[config.mk]
export PLATFORM = sky130hd
export DESIGN_NAME = csr_file
export DESIGN_NICKNAME = d
export VERILOG_FILES = /design/src/rtl/csr_file.sv
export SDC_FILE = /design/constraint.sdc
export NUM_CORES = 1
export LEC_CHECK = 0
export ABC_AREA = 1
export CAP_MARGIN = 20
export CORE_MARGIN = 2
export CORE_UTILIZATION = 30
export CTS_CLUSTER_SIZE = 16
export DETAILED_ROUTE_END_ITERATION = 6
export DONT_BUFFER_PORTS = 1
export GPL_ROUTABILITY_DRIVEN = 0
export PLACE_DENSITY = 0.51
export SETUP_SLACK_MARGIN = 0.1
export SYNTH_ARGS = -nofsm -noshare
export SYNTH_HDL_FRONTEND = slang
export SYNTH_SLANG_ARGS = --single-unit
[constraint.sdc]
create_clock -name clk -period 4.42 [get_ports clk]
set_clock_uncertainty 0.15 [all_clocks]
set_input_delay 0.663 -clock clk [delete_from_list [all_inputs] [get_ports clk]]
set_output_delay 0.663 -clock clk [all_outputs]
set_load 0.05 [all_outputs]
[src/rtl/csr_file.sv]
// Machine-mode CSR file with interrupt acceptance, trap entry and mret return.
module csr_file #(
   parameter int unsigned XLEN = 32
) (
   input  logic              clk,
   input  logic              rst_n,
   input  logic [11:0]       csr_addr,
   input  logic [XLEN-1:0]   csr_wdata,
   input  logic [XLEN-1:0]   pc,
   input  logic              csr_rd,
   input  logic              csr_wr,
   input  logic              is_mret,
   input  logic              timer_irq,
   input  logic              ext_irq,
   output logic [XLEN-1:0]   csr_rdata,
   output logic              epc_taken,
   output logic [XLEN-1:0]   epc
);

   localparam int unsigned CAUSE_W = 4;

   localparam logic [11:0] ADDR_MSTATUS = 12'h300;
   localparam logic [11:0] ADDR_MIE     = 12'h304;
   localparam logic [11:0] ADDR_MTVEC   = 12'h305;
   localparam logic [11:0] ADDR_MEPC    = 12'h341;
   localparam logic [11:0] ADDR_MCAUSE  = 12'h342;
   localparam logic [11:0] ADDR_MIP     = 12'h344;

   localparam logic [CAUSE_W-1:0] CAUSE_TIMER = CAUSE_W'(7);
   localparam logic [CAUSE_W-1:0] CAUSE_EXT   = CAUSE_W'(11);

   // mstatus.MIE doubles as the RUN (1) / MASKED (0) state of the unit
   logic              mstatus_mie;
   logic              mstatus_mpie;
   logic              mie_mtie;
   logic              mie_meie;
   logic [XLEN-1:0]   mtvec;
   logic [XLEN-1:0]   mepc;
   logic [XLEN-1:0]   mcause;
   logic              mip_mtip;
   logic              mip_meip;

   logic              ext_pend;
   logic              tmr_pend;
   logic              irq;
   logic              trap;
   logic [CAUSE_W-1:0] cause;
   logic [XLEN-1:0]   tvec_base;

   // Interrupt arbitration: external beats timer, mret beats both
   always_comb begin
      ext_pend  = mip_meip & mie_meie;
      tmr_pend  = mip_mtip & mie_mtie;
      irq       = mstatus_mie & (ext_pend | tmr_pend);
      trap      = irq & ~is_mret;
      cause     = ext_pend ? CAUSE_EXT : CAUSE_TIMER;
      tvec_base = {mtvec[XLEN-1:2], 2'b00};
   end

   // Redirect target, held low while in reset
   always_comb begin
      epc_taken = 1'b0;
      epc       = '0;
      if (rst_n) begin
         if (is_mret) begin
            epc_taken = 1'b1;
            epc       = mepc;
         end else if (trap) begin
            epc_taken = 1'b1;
            epc       = mtvec[0] ? tvec_base + (XLEN'(cause) << 2) : tvec_base;
         end
      end
   end

   // Read mux; reflects pre-edge state
   always_comb begin
      csr_rdata = '0;
      if (rst_n && csr_rd) begin
         case (csr_addr)
            ADDR_MSTATUS: csr_rdata = XLEN'({mstatus_mpie, 3'b000, mstatus_mie, 3'b000});
            ADDR_MIE:     csr_rdata = XLEN'({mie_meie, 3'b000, mie_mtie, 7'b0000000});
            ADDR_MTVEC:   csr_rdata = mtvec;
            ADDR_MEPC:    csr_rdata = mepc;
            ADDR_MCAUSE:  csr_rdata = mcause;
            ADDR_MIP:     csr_rdata = XLEN'({mip_meip, 3'b000, mip_mtip, 7'b0000000});
            default:      csr_rdata = '0;
         endcase
      end
   end

   // Sample the level interrupt requests into mip
   always_ff @(posedge clk or negedge rst_n) begin
      if (!rst_n) begin
         mip_mtip <= 1'b0;
         mip_meip <= 1'b0;
      end else begin
         mip_mtip <= timer_irq;
         mip_meip <= ext_irq;
      end
   end

   // Architectural CSR update: mret, then trap entry, then software write
   always_ff @(posedge clk or negedge rst_n) begin
      if (!rst_n) begin
         mstatus_mie  <= 1'b0;
         mstatus_mpie <= 1'b0;
         mie_mtie     <= 1'b0;
         mie_meie     <= 1'b0;
         mtvec        <= '0;
         mepc         <= '0;
         mcause       <= '0;
      end else if (is_mret) begin
         mstatus_mie  <= mstatus_mpie;
         mstatus_mpie <= 1'b1;
      end else if (trap) begin
         mepc         <= pc & ~XLEN'(3);
         mcause       <= {1'b1, (XLEN-1)'(cause)};
         mstatus_mpie <= mstatus_mie;
         mstatus_mie  <= 1'b0;
      end else if (csr_wr) begin
         case (csr_addr)
            ADDR_MSTATUS: begin
               mstatus_mie  <= csr_wdata[3];
               mstatus_mpie <= csr_wdata[7];
            end
            ADDR_MIE: begin
               mie_mtie <= csr_wdata[7];
               mie_meie <= csr_wdata[11];
            end
            ADDR_MTVEC:  mtvec  <= csr_wdata & ~XLEN'(2);
            ADDR_MEPC:   mepc   <= csr_wdata & ~XLEN'(3);
            ADDR_MCAUSE: mcause <= csr_wdata;
            default: ;
         endcase
      end
   end

endmodule

# --- Word level (Yosys, flattened, before mapping) ---
# Index checks and enable logic that the tools add are counted.
op_classes:
  bitwise: 7
  n_eq_ne: 6
  n_reduce_logical: 11
  muxes: 24
  n_addsub: 1
ops:
  columns: ["operator", "count"]
  rows:
  - ["$mux W32", 11]
  - ["$pmux W32 S6", 1]
  - ["$eq A12 B10 Y1 const B", 6]
  - ["$add A32 B6 Y32", 1]
  - ["$mux W1", 11]
  - ["$reduce_and A4 Y1", 2]
  - ["$reduce_and A3 Y1", 2]
  - ["$reduce_bool A2 Y1", 3]
  - ["$reduce_bool A3 Y1", 2]
  - ["$and A1 B1 Y1", 4]
  - ["$mux W4", 1]
  - ["$not A1 Y1", 2]
  - ["$reduce_and A2 Y1", 1]
  - ["$logic_and A1 B1 Y1", 1]
  - ["$or A1 B1 Y1", 1]
word_totals:
  out_inout_bits: 65
  elab_cells: 58
  ff_bits: 101
  input_bits: 83

# --- Longest topological paths before layout ---
# Gate-level depths: netlist of run 1.
logic_depth:
  depth_word: 7
  mapped_depth: 14
  depth_no_buf: 14

# --- Least setup slack after synthesis of run 1 ---
# OpenSTA, ideal clock, no wires.
synth_timing:
  path_kind: "flip-flop to output port"
  startpoint: "register mie_meie"
  endpoint: "output port epc[30]"
  path_stages_with_launch: 12
  slack_ns: 1.226
  n_path_buf: 0
  required_ns: 3.607
  arrival_ns: 2.381
  path_cell_list: "dfrtp_1 -> nand2_2 -> inv_1 -> ha_1 -> nand2_1 -> o21ai_2 -> nand3_1 -> nor2_4 -> nand3_1 -> nand2_1 -> nand3_1 -> a21oi_1"
synth_between:
  elab_chain_cells: 7
  word_cells_on_any_way: 10
  classes_between: "1 x add/sub; 5 x mux; 4 x bitwise"
synth_lines:
  columns: ["element", "line_no", "source"]
  rows:
  - ["start: declaration", "36", "logic mie_meie;"]
  - ["start signal: assignment", "128", "mie_meie <= csr_wdata[11];"]
  - ["$and A1 B1 Y1 (*)", "52", "ext_pend = mip_meip & mie_meie;"]
  - ["$mux W4 or $or A1 B1 Y1 (tied branches)", "56, 54", null]
  - ["$add A32 B6 Y32 or $and A1 B1 Y1 (tied branches)", "70, 54", null]
  - ["$mux W32 or $and A1 B1 Y1 (tied branches)", "70, 55", null]
  - ["$mux W32 (*)", "68", "end else if (trap) begin"]
  - ["$mux W32 (*)", "65", "if (is_mret) begin"]
  - ["$mux W32 (*)", "64", "if (rst_n) begin"]
  - ["end: declaration", "17", "output logic [XLEN-1:0] epc"]
# Mark *: on every way between the ends. The rest lies on a longest branch, timed or not.

# --- Worst setup path in the final report of run 1 ---
layout_timing:
  startpoint: "register mie_meie"
  endpoint: "output port epc[26]"
# Same word-level chain as after synthesis.

==> results of run 1 <==
-- state kept, by name, indices dropped and copies added (netlist names) --
signal        count
mcause           32
mtvec            31
mepc             30
mie_meie          1
mie_mtie          1
mip_meip          1
mip_mtip          1
mstatus_mie       1
mstatus_mpie      1
-- area by class of cell --
type                       instances  area share
sequential                        99       0.345
tap                              275      0.0479
inverter                          89      0.0467
clock buffer                      11      0.0338
clock inverter                     5     0.00731
timing repair buffer              68      0.0738
multi-input combinational        666       0.446
-- routing by layer --
metal,up-vias,part of all wire,routed length [um]
met1,2851,0.47,9980
li1,3013,-,-
met4,0,0.017,353
met2,185,0.45,9670
met5,-,0,0
met3,23,0.065,1390
-- repair_timing --
item,4_1_cts,5_1_grt
endpoints found under the setup margin,0,0
hold buffers,1,0
hold endpoints to repair,99,0
gates resized for setup,0,0
-- Yosys cell counts (6+ instances only) --
cell type	instances
nand3_1	46
o21ai_0	67
nor2_1	123
o22ai_1	11
inv_1	85
mux2_2	6
buf_4	11
buf_6	8
nand2_2	7
clkbuf_1	14
a31oi_1	23
a21oi_1	100
dfrtp_1	99
buf_2	18
nand4_1	8
nand2_1	222
-- through the flow --
stage | utilization | instances | area (sq um) | hold WS [ps] | total power, mW
finish | 0.345 | 1213 | 7190 | 72.9 | 1.97
global route | 0.345 | 1213 | 7190 | 126 | 2.04
CTS | 0.345 | 1213 | 7190 | 121 | 1.98
detailed placement | 0.330 | 1196 | 6860 | 225 | 1.15
global placement | 0.330 | 1196 | 6860 | 224 | 1.14
floorplan | - | 905 | 6310 | 217 | 1.11
-- path summary, 6_finish.rpt --
path | slack (ps) | end | cells past startpoint
min | 70 | mepc[28] | 1
max | 640 | epc[26] | 11
max reg2reg | 1690 | mcause[15] | 9
min reg2reg | 350 | mcause[0] | 1
min in group clk | 180 | mip_meip | 0
max in group asynchronous | 3600 | mcause[20] | 1
-- layout by cell type, fill, tap and decap left out, types with 6 or more instances in the layout --
cell / n
nand2_1: 222
nor2_1: 123
a21oi_1: 100
dfrtp_1: 99
inv_1: 85
o21ai_0: 67
buf_4: 67
nand3_1: 46
a31oi_1: 23
o22ai_1: 11
clkbuf_16: 9
nand4_1: 8
nand2_2: 7
mux2_2: 6
-- critical path: cells and delay by family (launching register included) --
family	cells	cell delay, ps
adder cells (fa/ha/maj)	1	360
flip-flops	1	400
AO/OA/AOI/OAI	3	850
AND/OR/NAND/NOR	6	930
buffers and inverters	1	60
-- kinds of logic after synthesis --
kind of cell | share of synthesized area
compound gates | 0.191
fa+ha+maj | 0.00595
buf+inv | 0.103
flops | 0.393
mux | 0.0131
other cells | 0.000595
simple gates | 0.293
-- power by group --
| group | internal, mW | switching (mW) |
|---|---|---|
| Sequential | 0.946 | 0.0244 |
| Clock | 0.452 | 0.366 |
| Combinational | 0.0535 | 0.126 |
| Total | 1.45 | 0.516 |
==> results.sh, run 1 <==
export IMPL_crit_required_ps=3610
export IMPL_pre_cts_slack_ps=926
export IMPL_fp_dieArea_sq_um=22200
export IMPL_cts_setup_buffers=0
export IMPL_min_path_type="input pin to async pin"
export IMPL_crit_type="flip-flop to primary output"
export IMPL_yosysTopAreaCell="dfrtp_1"
export IMPL_crit_start="mie_meie"
export IMPL_diodes=0
export IMPL_regArea_sq_um=2480
export IMPL_tritoncts="built"
export IMPL_period_share=0.856
export IMPL_drc=0
export IMPL_grt_busiest_layer="met2"
export IMPL_die_w_um=149
export IMPL_synth_edf_count=0
export IMPL_clockBufferDepth=2
export IMPL_track_usage=0.196
export IMPL_run_status="finished, final reports clean"
export IMPL_drtAntennaViolNets=0
export IMPL_ys_seq_area_frac=0.393
export IMPL_fmax_mhz=264
export IMPL_grt_remaining_overflow=0
export IMPL_final_max_slew_viol_count=0
export IMPL_worst_pin_slew_ps=977
export IMPL_h_tree_depth=3
export IMPL_period_minus_slack_ps=3780
export IMPL_grt_pass1_vias=5769
export IMPL_synth_area_leaders="dfrtp_1 (39%), nand2_1 (13%), a21oi_1 (7.9%)"
export IMPL_setup_slack_ps=636
export IMPL_wl_per_cell_um=17.6
export IMPL_num_vias=6072
export IMPL_drt_iter0_drc=396
export IMPL_ios=148
export IMPL_routed_wl_um=21400
export IMPL_fin_nets=1019
export IMPL_first_pass_iters=5
export IMPL_slew_headroom=0.347
export IMPL_fin_setup_tns_ps=0
export IMPL_vias_per_cell=5.01
export IMPL_antenna_found_initial=0
export IMPL_syn_area_sq_um=6310
export IMPL_ys_flop_type="dfrtp_1"
export IMPL_use_met1=0.274
export IMPL_ys_warn_count=0
export IMPL_grt_start_max_net_pins=100
export IMPL_synth_async_reset_ratio=1.00
export IMPL_syn_inst=904
export IMPL_fillers=2317
export IMPL_met3_usage=0.0376
export IMPL_worstSkewPairLatency_ps=360
export IMPL_critPathMaxFanout=9
export IMPL_arrival_ps=2970
export IMPL_rsz0062_at_grt="false"
export IMPL_crit_top_cell="nand2_1"
export IMPL_end_kind="primary output"
export IMPL_ys_ff_latch=99
export IMPL_cp_cell_sequence="nand2_2, inv_1, ha_1, nand2_1, o21ai_2, nand3_1, nor2_4, nand2_1, o21ai_1, nand2_1, a21oi_2"
export IMPL_multiInputGateArea_sq_um=3200
export IMPL_synth_top_cell_area_share=0.393
export IMPL_synthToLayoutAreaGrowth_pct=14.0
export IMPL_avgSynthCellArea_sq_um=6.98
export IMPL_cts_made_buffers=9
export IMPL_port_buffers=0
export IMPL_ys_types=44
export IMPL_root_buffer="clkbuf_16"
export IMPL_r2r_start="mie_meie"
export IMPL_cp_slowest_cell="a21oi_2"
export IMPL_max_stage_delay_ps=520
export IMPL_grt_pass1_wl_um=33200
export IMPL_startpoint_type="flip-flop"
export IMPL_p_per_area_nw_per_um2=274
export IMPL_path_clk_slew_ps=70
export IMPL_maxCapViolations=0
export IMPL_finalSetupViolations=0
export IMPL_start_util=0.303
export IMPL_p_leak_nw=3.22
export IMPL_die_h_um=149
export IMPL_placementRows=53
export IMPL_hold_viol=0
export IMPL_core_sq_um=20800
export IMPL_drive_above_1_share=0.132
export IMPL_peakVddDrop_mv=0.160
export IMPL_cts_sink_count=99
export IMPL_grtUsageMet2=0.313
export IMPL_post_dp_hpwl_um=14800
No activity file was read; power rests on OpenSTA's default activity.
==> run 2, diff against run 1 <==
--- a/config.mk
+++ b/config.mk
@@ -14,6 +14,7 @@
 export DONT_BUFFER_PORTS = 1
 export GPL_ROUTABILITY_DRIVEN = 0
 export PLACE_DENSITY = 0.51
+export RECOVER_POWER = 50
 export SETUP_SLACK_MARGIN = 0.1
 export SYNTH_ARGS = -nofsm -noshare
 export SYNTH_HDL_FRONTEND = slang
==> results.sh, run 2 (same netlist as run 1, synthesis figures left out) <==
export IMPL_run_status="complete, but fails checks"
export IMPL_failed_checks="design-rule violations, max-capacitance violations, max-slew violations"
export IMPL_first_pass_iters=7
export IMPL_met3_usage=0.0376
export IMPL_largestRegisters="mcause x32, mtvec x31, mepc x30"
export IMPL_cts_made_buffers=9
export IMPL_grt_busiest_layer="met2"
export IMPL_end_kind="primary output"
export IMPL_fin_setup_tns_ps=0
export IMPL_p_leak_nw=3.19
export IMPL_diodes=0
export IMPL_regMostFlops="mcause"
export IMPL_numPlacedInstances=1196
export IMPL_synthToLayoutAreaGrowth_pct=13.1
export IMPL_die_w_um=149
export IMPL_largest_reg_flops=32
export IMPL_finalCoreUtilization=0.342
export IMPL_grt_pass1_vias=5769
export IMPL_start_util=0.303
export IMPL_cts_hold_buf=1
export IMPL_cts_sink_count=99
export IMPL_period_share=0.890
export IMPL_grt_start_max_net_pins=100
export IMPL_use_met1=0.274
export IMPL_placementRows=53
export IMPL_layout_commonest_cell="nand2_1"
export IMPL_tritoncts="built"
export IMPL_fmax_mhz=254
export IMPL_die_h_um=149
export IMPL_final_cell_area_sq_um=7130
export IMPL_total_power_mw=1.97
export IMPL_track_usage=0.196
export IMPL_drive_above_1_share=0.123
export IMPL_num_vias=6083
export IMPL_grt_pass1_wl_um=33200
export IMPL_min_path_type="input pin to flip-flop"
export IMPL_placedInstanceArea_sq_um=6860
export IMPL_layout_cells_non_filler=1213
export IMPL_h_tree_depth=3
export IMPL_crit_required_ps=3610
export IMPL_vias_per_cell=5.01
export IMPL_whs_ps=178
export IMPL_final_max_slew_viol_count=196
export IMPL_port_buffers=0
export IMPL_drt_iter0_drc=395
export IMPL_worstSkewPairLatency_ps=360
export IMPL_wl_per_cell_um=17.7
export IMPL_crit_type="flip-flop to primary output"
export IMPL_grt_remaining_overflow=0
export IMPL_mostFrequentLayoutCells="nand2_1 (225), nor2_1 (126), a21oi_1 (100), dfrtp_1 (99), inv_1 (86)"
export IMPL_root_buffer="clkbuf_16"
export IMPL_arrival_ps=3120
export IMPL_ios=148
export IMPL_rsz0062_at_grt="false"
export IMPL_setup_slack_ps=487
export IMPL_startpoint_type="flip-flop"
export IMPL_drtAntennaViolNets=0
export IMPL_grtUsageMet2=0.313
export IMPL_cts_resized=0
export IMPL_post_dp_hpwl_um=14800
export IMPL_period_minus_slack_ps=3930
export IMPL_worst_pin_slew_ps=2630
export IMPL_fin_nets=1019
export IMPL_finalSetupViolations=0
export IMPL_clockBufferDepth=2
export IMPL_drc=1
export IMPL_peakVddDrop_mv=0.161
export IMPL_antenna_found_initial=0
export IMPL_fp_dieArea_sq_um=22200
export IMPL_pre_cts_slack_ps=926
export IMPL_critPathMaxFanout=39
export IMPL_slew_headroom=-0.753
export IMPL_p_per_area_nw_per_um2=276
export IMPL_hold_viol=0
export IMPL_cts_setup_buffers=0
export IMPL_core_sq_um=20800
export IMPL_routed_wl_um=21500
export IMPL_path_clk_slew_ps=70
export IMPL_maxCapViolations=3
run 2: cell count changes in the layout (fill, tap and decap cells not counted), moves of 2 or more:
cell,before,now
nor2_2,3,1
nand2_2,7,5
nor2_1,123,126
nand2_1,222,225
run 2: worst paths after layout:
check                      startpoint    endpoint  slack (ps)  cells past startpoint
min                         timer_irq    mip_mtip         180                      0
max reg2reg                  mie_meie  mcause[29]         800                      9
min reg2reg                 mcause[0]   mcause[0]         360                      1
min in group asynchronous       rst_n  mcause[29]         950                      1
max                          mie_meie     epc[10]         490                      9
max in group asynchronous       rst_n   mtvec[23]        1630                      1
run 2: cell type report:
type / instances / area, sq um
timing repair buffer: 68 / 508
sequential: 99 / 2480
fill: 2330 / 13700
tap: 275 / 344
multi-input combinational: 666 / 3170
inverter: 89 / 335
clock inverter: 5 / 52.6
clock buffer: 11 / 243
run 2: where the power goes:
group,switching [mW],internal (mW),leakage (nW)
clock,0.367,0.452,0.145
sequential,0.0241,0.946,1.20
combinational,0.125,0.0508,1.85
run 2: per-layer routing:
layer | part of all wire | vias to the layer above
li1 | - | 3014
met1 | 0.46 | 2863
met2 | 0.45 | 183
met3 | 0.064 | 23
met4 | 0.016 | 0
met5 | 0 | -
run 2: critical path, cell delays in order (launching register included):
cell and delay, ps:
dfrtp_1 400, nand2_1 190, o21ai_0 140, nand2_1 160
nor2_4 40, inv_1 1210, a21oi_1 70, o21ai_0 180
a21oi_1 120, buf_4 230
==> run 3, diff against run 2 <==
--- a/config.mk
+++ b/config.mk
@@ -13,6 +13,7 @@
 export DETAILED_ROUTE_END_ITERATION = 6
 export DONT_BUFFER_PORTS = 1
 export GPL_ROUTABILITY_DRIVEN = 0
+export HOLD_SLACK_MARGIN = 0.08
 export PLACE_DENSITY = 0.51
 export RECOVER_POWER = 50
 export SETUP_SLACK_MARGIN = 0.1
==> results of run 3 <==
Final layout, timing and power as in run 2 (identical DEF).
==> patch (settings of run 1) <==
Set the parameter `XLEN` to 36 (it was 32).
--- a/src/rtl/csr_file.sv
+++ b/src/rtl/csr_file.sv
@@ -2,3 +2,3 @@
 module csr_file #(
-   parameter int unsigned XLEN = 32
+   parameter int unsigned XLEN = 36
 ) (
Ports: changed (resized csr_rdata, csr_wdata, epc and pc); port bits go from 148 to 164. The function was not compared with the original's and may differ.
==> patch against run 1 <==
- via count increased by 14%
- final area rose by 13%
- sequential cell count up 12
- synthesized area grew 12%
- core utilization rose by 0.27 points
- setup slack gained 110 ps
- total power grew 6.5%
- count of clock-buffer cells in the layout rose by 1
- first-iteration DRC count unchanged
- combinational power is 13% higher
- worst hold slack better by 23 ps
- largest power group unchanged
- routed wire length is 14% higher
==> patch: results (changes against run 1) <==
CTS Buf Count=9 (unchanged); postcts setup bufs=0 (unchanged); Leak=3.92 nW (+22%); clk_lat worst skew=360 ps (about the same); root buf cell=clkbuf_16; Max IR drop VDD=0.171 mV (+7.2%); hold buffers post-CTS=1 (unchanged); FF-to-FF End=mcause[0]$_DFFE_PN0P_; Hold WC Path Type=input pin to async pin; Largest regs=mcause (36), mtvec (35), mepc (34); nets=1186 (+16%); FILL cells=2594 (+12%); Syn. warnings=0 (unchanged); run status=finished, final reports clean; top_reg_cell synth=dfrtp_1; dpl cell area=7810 sq um (+14%); worst slack at placement=972 ps (+45.9 ps); critical path's largest stage delay=410 ps (-110 ps); Routed WL=24300 microns (+14%); top cells by area, synth=dfrtp_1, nand2_1, a21oi_1; worst-path maximum fanout=9 (unchanged); initial antenna violation count=0 (unchanged); CP max-delay cell=dfrtp_1; Buffers on Ports=0 (unchanged); Reg2Reg Launch Point=mie_meie$_DFFE_PN0P_; Commonest cells post-synth=nand2_1, nor2_1, a21oi_1; CP delay by family, top=simple AND/OR/NAND/NOR gates; Ant. Diodes=0 (unchanged); Global Route Usage Sum=19.7% (+0.12 points); first-pass GRT wire length=37200 microns (+12%); Synth top area share=39.3% (about the same); vias in the first global route=6565 (+14%); Slew @ Worst Pin=760 ps (-217 ps); cell with the most instances after synthesis=nand2_1; flop-to-flop setup slack=1560 ps (-130 ps); largest net degree at the start of global routing=112 (+12%); share of cells above drive strength 1=11.5% (-1.7 points); clk buf depth=2 (unchanged); sequential element share of the synthesized area=39.3% (about the same); total iterations of the first detailed-routing run=5 (unchanged); clock slew at reported path FFs=80 ps; dpl hpwl=17300 microns (+17%); H-Tree Level Count=3 (unchanged); vias per cell=4.88 (-2.5%); 1st-iter DRT viols=396 (unchanged); Netlist cell types=40 (-9.1%); critical path arrival=2860 ps (-110 ps); post_cts resized=0 (unchanged); fin area=8120 sq um (+13%); R2R depth=9 (unchanged); switching power=0.000573 W (+11%); Async S/R FF share, synth=100% (unchanged)
-- patch: cell count changes in the layout (fill, tap and decap cells not counted), sizes merged, moves of 12 or more --
cell,run 1,this run
o21ai,72,47
nor2,130,170
nand2,230,263
inv,88,124
buf,68,86
a21oi,102,147
dfrtp,99,111
-- patch: through the flow --
| stage | hold WS (ps) | utilization, % | std cells |
|---|---|---|---|
| 2_1_floorplan | 217 | - | 1049 |
| 3_3_place_gp | 223 | 33.5 | 1399 |
| 3_5_place_dp | 222 | 33.5 | 1399 |
| 4_1_cts | 138 | 34.8 | 1416 |
| 5_1_grt | 144 | 34.8 | 1416 |
| 6_report | 96.2 | 34.8 | 1416 |
-- patch: layout make-up --
class	count	area, sq um	share of cell area, %
well taps	319	399	4.92
clock inverters	4	28.8	0.355
inverters	125	472	5.81
multi-input cells	759	3530	43.4
clock buffers	12	246	3.04
repair buffers	86	666	8.20
flip-flops and latches	111	2780	34.2
-- patch: worst max path at each step --
stage	startpoint	to	slack (ps)
final	mie_meie$_DFFE_PN0P_	epc[13]	750
after detailed placement	csr_addr[11]	csr_rdata[35]	970
after global placement	csr_addr[11]	csr_rdata[35]	940
after CTS	mie_meie$_DFFE_PN0P_	epc[13]	750
after floorplan	mie_meie$_DFFE_PN0P_	epc[24]	1220
after global routing	mie_meie$_DFFE_PN0P_	epc[27]	520
-- patch: cells by family after synthesis --
group,share of synthesized area [%]
other,0.0530
buffers and inverters,11.2
and+or+nand+nor,30.6
AOI/OAI and AO/OA,18.2
muxes,0.142
DFF,39.3
adders and majority gates,0.531
-- patch: layer usage --
layer | vias to the layer above | share of wire, % | wire (microns) | global-route usage [%]
li1 | 3480 | - | - | -
met1 | 3220 | 46 | 11100 | 26.6
met2 | 195 | 47 | 11500 | 33.6
met3 | 16 | 5.7 | 1390 | 3.25
met4 | 0 | 1.0 | 246 | 3.77
met5 | - | 0 | 0 | 0
-- patch: power by group through the flow --
| stage | logic (W) | clock network (W) | registers, W |
|---|---|---|---|
| after floorplan | 0.000147 | 0 | 0.00110 |
| after global placement | 0.000178 | 0 | 0.00111 |
| after detailed placement | 0.000180 | 0 | 0.00111 |
| after CTS | 0.000206 | 0.000821 | 0.00109 |
| after global routing | 0.000228 | 0.000853 | 0.00110 |
| final | 0.000202 | 0.000805 | 0.00109 |
